**src/rtl/lamp_sequence_monitor.sv**
```systemverilog
// Watches the one-hot lamp bus, checks RED->GREEN->YELLOW order and dwell limits,
// counts completed lamp cycles and latches the first fault until clear_err_i.
module lamp_sequence_monitor #(
  parameter int unsigned CNT_W     = 8,
  parameter int unsigned DWELL_W   = 4,
  parameter int unsigned MIN_DWELL = 1,
  parameter int unsigned MAX_DWELL = 1
) (
  input  logic             clock_i,
  input  logic             reset_i,
  input  logic [2:0]       light_i,
  input  logic             clear_err_i,
  output logic [1:0]       state_out_o,
  output logic             locked_o,
  output logic             err_o,
  output logic [1:0]       err_code_o,
  output logic [CNT_W-1:0] cycle_count_o,
  output logic             cycle_done_o
);

  typedef enum logic [1:0] {StUnlocked, StLocked, StFault} state_e;

  localparam logic [1:0] ColRed    = 2'd0;
  localparam logic [1:0] ColGreen  = 2'd1;
  localparam logic [1:0] ColYellow = 2'd2;

  localparam logic [1:0] ErrNone  = 2'd0;
  localparam logic [1:0] ErrCode  = 2'd1;
  localparam logic [1:0] ErrTrans = 2'd2;
  localparam logic [1:0] ErrDwell = 2'd3;

  state_e             state_q, state_d;
  logic [1:0]         col_q, col_d;
  logic [DWELL_W-1:0] dwell_q, dwell_d;
  logic [1:0]         err_code_q, err_code_d;
  logic [CNT_W-1:0]   cycle_count_q, cycle_count_d;
  logic               cycle_done_q, cycle_done_d;

  logic               code_valid;
  logic [1:0]         code_col;
  logic [1:0]         succ_col;
  logic [DWELL_W:0]   dwell_inc;

  always_comb begin
    code_valid = 1'b1;
    code_col   = ColRed;
    unique case (light_i)
      3'b100:  code_col = ColRed;
      3'b010:  code_col = ColGreen;
      3'b001:  code_col = ColYellow;
      default: code_valid = 1'b0;
    endcase
  end

  assign succ_col  = (col_q == ColYellow) ? ColRed : col_q + 2'd1;
  assign dwell_inc = {1'b0, dwell_q} + 1'b1;

  always_comb begin
    state_d       = state_q;
    col_d         = col_q;
    dwell_d       = dwell_q;
    err_code_d    = err_code_q;
    cycle_count_d = cycle_count_q;
    cycle_done_d  = 1'b0;

    unique case (state_q)
      StUnlocked: begin
        if (!code_valid) begin
          state_d    = StFault;
          err_code_d = ErrCode;
          dwell_d    = '0;
        end else if (code_col == ColRed) begin
          state_d = StLocked;
          col_d   = ColRed;
          dwell_d = DWELL_W'(1);
        end
      end

      StLocked: begin
        if (!code_valid) begin
          state_d    = StFault;
          err_code_d = ErrCode;
          dwell_d    = '0;
        end else if (code_col == col_q) begin
          if (32'(dwell_inc) > MAX_DWELL) begin
            state_d    = StFault;
            err_code_d = ErrDwell;
            dwell_d    = '0;
          end else begin
            dwell_d = dwell_inc[DWELL_W-1:0];
          end
        end else if (code_col == succ_col) begin
          if (32'(dwell_q) < MIN_DWELL) begin
            state_d    = StFault;
            err_code_d = ErrDwell;
            dwell_d    = '0;
          end else begin
            col_d   = succ_col;
            dwell_d = DWELL_W'(1);
            if (col_q == ColYellow) begin
              cycle_count_d = cycle_count_q + 1'b1;
              cycle_done_d  = 1'b1;
            end
          end
        end else begin
          state_d    = StFault;
          err_code_d = ErrTrans;
          dwell_d    = '0;
        end
      end

      StFault: begin
        // Light is ignored here; only clear_err_i leaves the fault.
        if (clear_err_i) begin
          state_d    = StUnlocked;
          err_code_d = ErrNone;
        end
      end

      default: state_d = StUnlocked;
    endcase
  end

  always_ff @(posedge clock_i) begin
    if (reset_i) begin
      state_q       <= StUnlocked;
      col_q         <= ColRed;
      dwell_q       <= '0;
      err_code_q    <= ErrNone;
      cycle_count_q <= '0;
      cycle_done_q  <= 1'b0;
    end else begin
      state_q       <= state_d;
      col_q         <= col_d;
      dwell_q       <= dwell_d;
      err_code_q    <= err_code_d;
      cycle_count_q <= cycle_count_d;
      cycle_done_q  <= cycle_done_d;
    end
  end

  assign locked_o      = (state_q == StLocked);
  assign err_o         = (state_q == StFault);
  assign state_out_o   = locked_o ? col_q : 2'b11;
  assign err_code_o    = err_code_q;
  assign cycle_count_o = cycle_count_q;
  assign cycle_done_o  = cycle_done_q;

endmodule
```
**config.mk**
```make
export PLATFORM = sky130hd
export DESIGN_NAME = lamp_sequence_monitor
export DESIGN_NICKNAME = d
export VERILOG_FILES = /design/src/rtl/lamp_sequence_monitor.sv
export SDC_FILE = /design/constraint.sdc
export NUM_CORES = 1
export LEC_CHECK = 0
export ABC_AREA = 1
export CAP_MARGIN = 20
export CORE_MARGIN = 1.5
export CORE_UTILIZATION = 52
export CTS_BUF_LIST = sky130_fd_sc_hd__clkbuf_2
export CTS_CLUSTER_SIZE = 16
export DETAILED_ROUTE_END_ITERATION = 6
export GPL_ROUTABILITY_DRIVEN = 0
export GPL_TIMING_DRIVEN = 0
export PLACE_DENSITY = 0.86
export RECOVER_POWER = 50
export SLEW_MARGIN = 10
export SYNTH_ARGS = -nofsm -noshare
export SYNTH_HDL_FRONTEND = slang
export SYNTH_SLANG_ARGS = --single-unit
```
**constraint.sdc**
```tcl
create_clock -name clock_i -period 2.15 [get_ports clock_i]
set_clock_uncertainty 0.15 [all_clocks]
set_input_delay 0.43 -clock clock_i [delete_from_list [all_inputs] [get_ports clock_i]]
set_output_delay 0.43 -clock clock_i [all_outputs]
set_load 0.1 [all_outputs]
```
==> results.toml <==
[outcome]
outcome = "finished, final reports clean"

[worst_setup_path]
cp-start-kind = "flop"
crit_chain = "inv_2, nor2_4, clkbuf_4"
required_ns = 1.57
cp_slowest_cell = "dfxtp_1"
cp.arrival_ns = 1.43
worstPathMaxFanout = 8
crit_type = "reg -> out"
path_delay_family = "flip-flops"
cp_num_cells = 3
reg2reg_depth = 10
critPathMaxStageDelay_ns = 0.45
worstSetupEndpointType = "output pin"
cp.buffers_inverters = 2

[drt]
avgViaCountPerCell = 5.26
wire_per_inst_um = 11.5
wl_mm = 2.63
ant_nets = 0
first_pass_iters = 4
vias = 1204
drt_iter0_drc = 47
drc = 0

[floorplan]
die_x_um = 52.0
die_area_um2 = 2700
die-height_um = 52.0
start_util = 0.558
coreArea_um2 = 2230
rows = 17
io_pins = 21

[hold_path]
worstHoldPathType = "reg -> reg"
whs_path_depth = 2

[finish]
most-common-layout-cells = "nand2_1, inv_1, dfxtp_1, nand3_1, nor2_1"
nFillCells = 204
final_common_cell = "nand2_1"
layout.nets = 212
drive_gt1_frac = 0.224
fin_cells = 229
area_growth_pct = 17.2
num_antenna_cells = 0

[yosys]
netlist.area_leader.share = 0.305
ys_ff_latch = 19
netlist_area_um2 = 1250
synthTopCellsByArea = "dfxtp_1, nand2_1, inv_1"
syn_avg_cell_area_um2 = 7.04
syn_nets = 187
ys_seq_area_frac = 0.305
syn_inst = 177
ys_warn_count = 0
synth.distinct_cells = 24
yosys.area.top_type = "dfxtp_1"

[timing]
finalHoldViolCount = 0
finalCritPeriodShare = 0.935
slew_violations = 0
setup_viol = 0
rsz0062_at_grt = "false"
slew_headroom = 0.631
worst_slew_pin_slew_ns = 0.554
fin_tns_setup_ns = 0
fmax_mhz = 497
period_needed_ns = 2.01

[clock_tree]
clk_latency_ns = 0.34
path_clk_slew_ns = 0.20
cts_inserted_buffers = 3
cts_tree = "built"
htreeDepth = 1
clockRootBuffer = "clkbuf_2"
clock_path_buffers = 2
cts_sinks = 19

[placement]
portBuffers = 20
dp.cells = 225
hpwlAfterDp_mm = 1.99

[pwr]
leakage_nw = 0.669
total_power_mw = 0.883
power.density_nw_per_um2 = 605
vdd_drop_max_mv = 0.510

[global_routing]
track_usage = 0.225
grt_max_degree = 12
grt_pass1_wl_mm = 4.52
grt_antenna_before_repair = 0
overflow = 0
grt_pass1_vias = 1083

[flow_run]
max_cap_violations = 0
layer usage:
layer / up-vias / share of wire / GRT usage
met1: 543 / 0.47 / 0.296
met4: 0 / 0.022 / 0.0965
met5: - / 0 / 0
met3: 7 / 0.058 / 0.0374
met2: 45 / 0.45 / 0.361
li1: 609 / - / -
where the power goes:
part           leakage [nW]  internal [mW]  switching [mW]
clock                0.0164         0.0421           0.124
sequential            0.155          0.372          0.0186
combinational         0.498         0.0841           0.242
cells by family (layout without fill, tap and decap cells):
logic type,after synthesis,in the layout,share of synthesized area
adder cells (fa/ha/maj),4,4,0.0402
XOR/XNOR,7,7,0.0492
flip-flops,19,19,0.305
buffers and inverters,29,53,0.0894
AND/OR/NAND/NOR,97,97,0.412
AO/OA/AOI/OAI,21,21,0.104
timing repair:
action                                 4_1_cts  5_1_grt
gates resized for setup                     49        6
hold buffers                                 0        0
endpoints found under the hold margin        0        0
setup endpoints to repair                   15        5
buffers inserted                             0        0
per-stage QoR:
step,setup slack [ns],util,instance area (um2),hold slack [ns]
after floorplan,-0.167,-,1250,0.296
final,0.139,0.654,1460,0.327
after global routing,0.0447,0.654,1460,0.360
after detailed placement,-0.232,0.664,1480,0.307
after global placement,-0.214,0.664,1480,0.283
after CTS,0.0164,0.668,1490,0.330
synthesized netlist by cell type (all sizes together):
| cell type | n |
|---|---|
| nor3 | 3 |
| dfxtp | 19 |
| clkbuf | 1 |
| xnor2 | 3 |
| inv | 28 |
| ha | 4 |
| o21bai | 1 |
| nand4 | 5 |
| nand3 | 20 |
| a21oi | 16 |
| xor2 | 4 |
| nand2 | 49 |
| o21ai | 4 |
| nor2 | 20 |
worst paths after layout:
kind | start | to | slack (ns)
setup reg to reg | dwell_q[0]$_SDFFE_PP0P_ | err_code_o[0]$_SDFFE_PP0P_ | 0.25
hold reg to reg | err_code_o[1]$_SDFFE_PP0P_ | err_code_o[1]$_SDFFE_PP0P_ | 0.33
hold / removal | err_code_o[1]$_SDFFE_PP0P_ | err_code_o[1]$_SDFFE_PP0P_ | 0.33
setup / recovery | state_q[0]$_SDFFE_PP0P_ | locked_o | 0.14
registers in the layout, indices dropped and copies added, names as in the netlist:
register       count
cycle_done_o       1
err_code_o         2
state_q            2
col_q              2
cycle_count_o      8
dwell_q            4
worst min-delay path, cell delays in order (launching register included):
cell and delay [ns]:
dfxtp_1 0.35, inv_1 0.05, a21oi_1 0.06
area by class of cell:
class	count	area [um2]	area share
sequential	19	380	0.260
clock inverter	1	5.00	0.00343
inverter	28	108	0.0737
tap	28	35.0	0.0240
multi-input combinational	129	733	0.502
buffer	1	3.75	0.00257
timing repair buffer	20	180	0.123
clock buffer	3	15.0	0.0103
No activity file was read; power rests on OpenSTA's default activity.
